File: src/rtl/pipe_stage_skid_pkg.sv
// Shared pipeline defines: stall bus width, per-stage NOP payloads, reset level
// and the occupancy-coded state encoding of the skid stage.
package pipe_stage_skid_pkg;

  localparam int          StallBus   = 6;
  localparam logic        RstEnable  = 1'b1;
  localparam logic [4:0]  NOPRegAddr = 5'b00000;
  localparam logic [31:0] ZeroWord   = 32'h0000_0000;
  localparam logic [7:0]  EX_NOP     = 8'h00;

  // {wd, wreg, wdata, mem_addr, aluop} bubble for the EX->MEM boundary
  localparam int              ExMemW     = 5 + 1 + 32 + 32 + 8;
  localparam logic [ExMemW-1:0] EX_MEM_NOP = {NOPRegAddr, 1'b0, ZeroWord, ZeroWord, EX_NOP};

  // {wd, wreg, wdata} bubble for the MEM->WB boundary
  localparam int                MemWbW     = 5 + 1 + 32;
  localparam logic [MemWbW-1:0] MEM_WB_NOP = {NOPRegAddr, 1'b0, ZeroWord};

  // Encoding equals the number of held entries so occupancy is the state itself
  typedef enum logic [1:0] {
    EMPTY = 2'd0,
    HALF  = 2'd1,
    FULL  = 2'd2
  } state_t;

endpackage

File: src/rtl/pipe_stage_skid.sv
// Two-entry (main + skid) valid/ready pipeline latch with registered in_ready,
// legacy stall bit, global freeze, flush-to-bubble and saturating back-pressure count.
module pipe_stage_skid
  import pipe_stage_skid_pkg::*;
#(
  parameter int            DW        = 32,
  parameter logic [DW-1:0] NOP_VAL   = {DW{1'b0}},
  parameter int            STALL_W   = StallBus,
  parameter int            STALL_BIT = 4,
  parameter int            CNT_W     = 32
) (
  input  logic               clk,
  input  logic               rst,
  input  logic               rdy,
  input  logic               flush,
  input  logic [STALL_W-1:0] stall,
  input  logic               in_valid,
  output logic               in_ready,
  input  logic [DW-1:0]      in_data,
  output logic               out_valid,
  input  logic               out_ready,
  output logic [DW-1:0]      out_data,
  output logic [1:0]         occupancy,
  output logic [CNT_W-1:0]   bp_cycles
);

  state_t            state_q, state_d;
  logic [DW-1:0]     main_q, main_d;
  logic [DW-1:0]     skid_q, skid_d;
  logic [CNT_W-1:0]  bp_q;
  logic              eff_ready, acc, pop, bp_hit;
  logic              unused_stall;

  assign unused_stall = ^stall;

  assign in_ready  = (state_q != FULL);
  assign out_valid = (state_q != EMPTY);
  assign occupancy = state_q;
  assign out_data  = main_q;
  assign bp_cycles = bp_q;

  assign eff_ready = out_ready & ~stall[STALL_BIT];
  assign acc       = rdy & in_valid & in_ready;
  assign pop       = rdy & out_valid & eff_ready;
  assign bp_hit    = rdy & out_valid & ~eff_ready & ~flush;

  always_comb begin
    state_d = state_q;
    main_d  = main_q;
    skid_d  = skid_q;
    if (rdy) begin
      if (flush) begin
        state_d = EMPTY;
        main_d  = NOP_VAL;
        skid_d  = NOP_VAL;
      end else begin
        unique case (state_q)
          EMPTY: begin
            if (acc) begin
              state_d = HALF;
              main_d  = in_data;
            end
          end
          HALF: begin
            if (acc && pop) begin
              main_d = in_data;
            end else if (acc) begin
              state_d = FULL;
              skid_d  = in_data;
            end else if (pop) begin
              state_d = EMPTY;
              main_d  = NOP_VAL;
            end
          end
          FULL: begin
            // in_ready is low here, so only the drain side can move
            if (pop) begin
              state_d = HALF;
              main_d  = skid_q;
              skid_d  = NOP_VAL;
            end
          end
          default: begin
            state_d = EMPTY;
            main_d  = NOP_VAL;
            skid_d  = NOP_VAL;
          end
        endcase
      end
    end
  end

  always_ff @(posedge clk) begin
    if (rst == RstEnable) begin
      state_q <= EMPTY;
      main_q  <= NOP_VAL;
      skid_q  <= NOP_VAL;
    end else begin
      state_q <= state_d;
      main_q  <= main_d;
      skid_q  <= skid_d;
    end
  end

  always_ff @(posedge clk) begin
    if (rst == RstEnable) begin
      bp_q <= '0;
    end else if (bp_hit && !(&bp_q)) begin
      bp_q <= bp_q + 1'b1;
    end
  end

endmodule

File: config.mk
export PLATFORM = sky130hd
export DESIGN_NAME = pipe_stage_skid
export DESIGN_NICKNAME = d
export VERILOG_FILES = /design/src/rtl/pipe_stage_skid_pkg.sv /design/src/rtl/pipe_stage_skid.sv
export SDC_FILE = /design/constraint.sdc
export NUM_CORES = 1
export LEC_CHECK = 0
export BUFFER_PORTS_ARGS = -buffer_cell sky130_fd_sc_hd__clkbuf_2
export CAP_MARGIN = 10
export CORE_MARGIN = 2
export CORE_UTILIZATION = 45
export CTS_BUF_LIST = sky130_fd_sc_hd__clkbuf_4 sky130_fd_sc_hd__clkbuf_8 sky130_fd_sc_hd__clkbuf_16
export DETAILED_ROUTE_END_ITERATION = 10
export GPL_TIMING_DRIVEN = 0
export PLACE_DENSITY = 0.78
export SLEW_MARGIN = 25
export SYNTH_ARGS = -nofsm -noshare
export SYNTH_HDL_FRONTEND = slang
export SYNTH_SLANG_ARGS = --single-unit
export TNS_END_PERCENT = 50
File: constraint.sdc
create_clock -name clk -period 3.2 [get_ports clk]
set_input_delay 0.48 -clock clk [delete_from_list [all_inputs] [get_ports clk]]
set_output_delay 0.48 -clock clk [all_outputs]
set_load 0.02 [all_outputs]
Yosys cells after proc, flatten, opt, wreduce, memory -nomap -nowiden
Index checks and enable logic that the tools add are counted.

word-level totals
  register bits after elaboration = 98
  output and inout port bits = 68
  logic and storage cells = 52

operators by class
  $add $sub $neg = 1
  eq/ne operators = 11
  muxes and demuxes = 17
  bitwise operators = 10
  reductions and logical operators = 9

operators by type and width
  operator                                              number
  two-way mux 32 bit                                    8
  case mux 32 bit (3 select lines)                      2
  adder 32 x 1 -> 32 bit (second input constant)        1
  AND reduction 32 bit                                  1
  AND reduction 5 bit                                   3
  two-way mux 2 bit                                     6
  != test 3 bit (second input constant)                 4
  != test 4 bit (second input constant)                 3
  bitwise AND 1 bit                                     7
  case mux 2 bit (3 select lines)                       1
  != test 2 bit (second input constant)                 2
  inverter 1 bit                                        3
  equality test 2 x 1 -> 1 bit (second input constant)  1
  equality test 2 bit (second input constant)           1
  logical AND 1 bit                                     2
  logical NOT 2 bit                                     1
  nonzero test 2 bit                                    1
  logical NOT 1 bit                                     1

Longest topological paths before layout
  depth after elaboration = 8
  depth in mapped cells = 8

Worst setup path after synthesis
OpenSTA, ideal clock, no wires.

  path kind = reg2reg
  start point = register bp_q[0] (netlist: bp_cycles[0])
  end point = register bp_q[22] (netlist: bp_cycles[22])
  arrival = 2.383 ns
  slack = 0.746 ns
  cell stages (with the launch flop) = 8
  clock period less this slack = 2.454 ns
  cells stage by stage = dfxtp_1 ha_1 nand4_2 or4_4 or3_4 buf_6 or3_1 a21oi_1

between the ends
  cells in the longest elaborated chain, start to end = 3
  elaborated cells on any way between the ends = 4
  those cells by class = add/sub: 1; reduce/logical: 3

RTL lines
  item                                                            line                    RTL
  start: declaration                                              pipe_stage_skid.sv:30   logic [CNT_W-1:0] bp_q;
  start signal: assignment                                        pipe_stage_skid.sv:109  bp_q <= bp_q + 1'b1;
  branches (longest 3 deep; another with adder 32 x 1 -> 32 bit)  -

Parallel ways; which one is timed is not known.
A chain may end at the register's enable or synchronous reset.

Worst setup path after layout
  start point = register bp_q[0] (netlist: bp_cycles[0])
  end point = register bp_q[5] (netlist: bp_cycles[5])

The elaborated chain is that of the path after synthesis.

==> metrics.md <==
| Metric | Value |
|---|---|
| Post-synthesis sequential area ratio | `0.4489` |
| Slew HR | `0.6060` |
| Clock Latency Late Sink | `0.38 ns` |
| Worst path depth | `7` |
| Area after DPL | `5062 µm²` |
| Commonest cells after routing, fill and taps aside | `106 x clkbuf_2, 98 x dfxtp_1, 66 x a21oi_1` |
| Avg Cell Area, Syn | `8.706 µm²` |
| Min cycle time layout | `2.594 ns` |
| Reg2Reg Setup Slack | `0.61 ns` |
| Cell area after synthesis | `4370 µm²` |
| Max Clk Rate | `385.5 MHz` |
| Largest net degree at the start of global routing | `20` |
| First-pass GRT wire length | `19550 µm` |
| Post-Syn Nets | `547` |
| CP top delay family | `simple AND/OR/NAND/NOR gates` |
| Yosys reg bits | `98` |
| Post-CTS Setup Inserts | `0` |
| Fin Setup TNS | `0 ns` |
| Setup WS post-layout | `0.6061 ns` |
| Crit-path cells | `ha_1 -> nand4_2 -> or4_4 -> o21ai_1 -> buf_2 -> o21ai_0 -> a21oi_1` |
| Routed len/inst | `between 15 and 20 µm` |
| Clock sinks | `98` |
| Lkg Pwr | `about 1.9 nW` |
| Max Fanout on Critical Path | `10` |
| Hpwl dp | `~8900 µm` |
| Hold path cells | `3` |
| Final slew viol count | `0` |
| Setup violations, final | `0` |
| WP data required | `3.50 ns` |
| Hold Path Class | `in -> reg` |
| Post-synth EDFFs | `0` |
| Async SR Flop Fraction | `0` |
| Syn Inst Count | `around 500` |
| Syn. warnings | `0` |
| Area grow syn2layout | `20.78%` |
| Crit path launch type | `flip-flop` |
| Fin nets | `664` |
| CTS tree | `done` |
| Routed Antenna Nets | `0` |
| Critical path startpoint | `bp_cycles[0]$_SDFFE_PP0P_` |
| Antenna Cells | `0` |
| Gr ovfl total | `0` |
| Worst Setup End Kind | `flip-flop` |
| Drt pass-1 iters | `5` |
| Initial antenna violation count | `0` |
| Clk slew on worst S/H paths | `roughly 0.11 ns` |
| PortBufs | `106` |
| Via count | `4544` |
| Critical Path End | `bp_cycles[5]$_SDFFE_PP0P_` |
| Unrepaired setup endpoints after global routing | `false` |
| Worst r2r dst | `bp_cycles[5]$_SDFFE_PP0P_` |
| FF-to-FF Start | `bp_cycles[0]$_SDFFE_PP0P_` |
| Worst Path Arrival | `2.89 ns` |
| Crit path kind | `reg -> reg` |
| Final Hold Viols | `0` |
| Design area | `roughly 5300 µm²` |
| Worst path buffer plus inverter count | `1` |
| Max Buffers Root-to-Sink | `2` |
| Initial Utilization | `0.4685` |
| DRC | `0` |
| Power density over cell area | `437.7 nW/µm²` |
| H-tree Lvls | `3` |
| Top FF cell, synth | `dfxtp_1` |
| Status | `complete, no violations` |
| Worst-Margin Slew | `between 0.5 and 0.6 ns` |
| Die height | `102.6 µm` |
| Synth unique cells | `42` |
| Final WL | `12140 µm` |
| R2R cell count | `7` |
| Routed vias/inst | `6.035` |
| Inserted Clock Buffers | `9` |
| Post-CTS Hold Buffers | `0` |
| Die area | `around 11000 µm²` |
| Root Buffer | `clkbuf_8` |
| Slowest cell delay on critical path | `0.58 ns` |
| Gp weighted congestion | `between 0.8 and 0.9` |
| FILL cells | `856` |
| Overall global routing resource usage | `0.2320` |
| CTS resizes | `0` |
| Min-delay src | `in_data[16]` |
| MaxCap Viol Count | `0` |
| Peak supply drop | `0.0002397 V` |
| Site Rows | `35` |
| Clock Skews | `0.01073 ns` |
| Iter 0 DRT Violations | `243` |
| Share of cells above drive strength 1 | `0.2179` |
| I/O pin total | `112` |
| Vias in the first global route | `4155` |
| Core Area | `~9300 µm²` |
| Dpl ws | `between 0.6 and 0.7 ns` |
| CP max-delay cell | `or4_4` |
| Period utilization | `0.8106` |
| Most common cell after layout, fill and taps aside | `clkbuf_2` |
| Chip width | `102.6 µm` |
[routing by layer]
layer	vias up	routed length [µm]	GRT usage
li1	2184	-	-
met3	20	820	0.04407
met2	197	5585	0.3454
met1	2143	5483	0.3328
met5	-	0	0
met4	0	248	0.09128
[cell families after synthesis]
family | after synthesis | share of synthesized area
AOI/OAI and AO/OA | 201 | 0.2923
xor gates and xnor gates | 4 | 0.008017
adders and majority gates | 1 | 0.002862
buffers and inverters | 52 | 0.04724
DFF | 98 | 0.4489
muxes | 1 | 0.002576
and+or+nand+nor | 145 | 0.1981
[cells in the mapped netlist (3+ instances only)]
library cell / n / share of area
a21oi_1: 66 / 0.076
or3_1: 16 / 0.023
o31ai_1: 14 / 0.024
nand2_1: 14 / 0.012
a22oi_1: 33 / 0.057
nor2b_1: 3 / 0.0043
nand4_1: 46 / 0.066
or4_1: 14 / 0.024
buf_2: 3 / 0.0034
o21ai_0: 46 / 0.053
dfxtp_1: 98 / 0.45
clkbuf_1: 40 / 0.034
xnor2_1: 3 / 0.0060
o2bb2ai_1: 32 / 0.064
inv_1: 6 / 0.0052
nor4_1: 5 / 0.0072
nor2_1: 10 / 0.0086
nand3_1: 16 / 0.018
and3_1: 6 / 0.0086
nor3_1: 3 / 0.0034
[where the power goes]
part,leakage [nW],switching (mW),total (mW),internal [mW]
Clock,0.109,0.478,0.861,0.383
Sequential,0.791,0.00889,1.24,1.23
Combinational,1.00,0.140,0.206,0.0655
[through the flow]
stage          cells  hold slack, ns  utilization  total power [mW]
5_1_grt          753          0.3612       0.5659             2.390
4_1_cts          753          0.3514       0.5659             2.326
3_5_place_dp     737          0.4456       0.5427             1.475
2_1_floorplan    502          0.4501            -             1.389
3_3_place_gp     737          0.4481       0.5427             1.472
6_report         753          0.3647       0.5659             2.310
[worst min path at each step]
stage / to / slack, ns
2_1_floorplan: skid_q[30]$_SDFFE_PP0P_ / 0.45
3_3_place_gp: out_data[19]$_SDFFE_PP0P_ / 0.45
3_5_place_dp: out_data[12]$_SDFFE_PP0P_ / 0.45
4_1_cts: skid_q[16]$_SDFFE_PP0P_ / 0.35
5_1_grt: skid_q[16]$_SDFFE_PP0P_ / 0.36
6_report: skid_q[16]$_SDFFE_PP0P_ / 0.36
[flip-flops by register name (all words and copies together), names as in the netlist]
name and cells:
occupancy 2, skid_q 32, out_data 32, bp_cycles 32
[worst register-to-register path, stage by stage, from the launching register on]
cell,delay (ns)
dfxtp_1,0.46
ha_1,0.30
nand4_2,0.19
or4_4,0.58
o21ai_1,0.41
buf_2,0.30
o21ai_0,0.14
a21oi_1,0.14
[area by class of cell]
class / instances / area (µm²) / share of cell area
plain buffers: 46 / 183.9 / 0.03484
clock buffers: 9 / 123.9 / 0.02347
inverters: 6 / 22.52 / 0.004266
well taps: 129 / 161.4 / 0.03058
clock inverters: 7 / 92.59 / 0.01754
multi-input cells: 352 / 2202 / 0.4172
flip-flops and latches: 98 / 1962 / 0.3717
repair buffers: 106 / 530.5 / 0.1005
(Power assumes the default switching activity.)
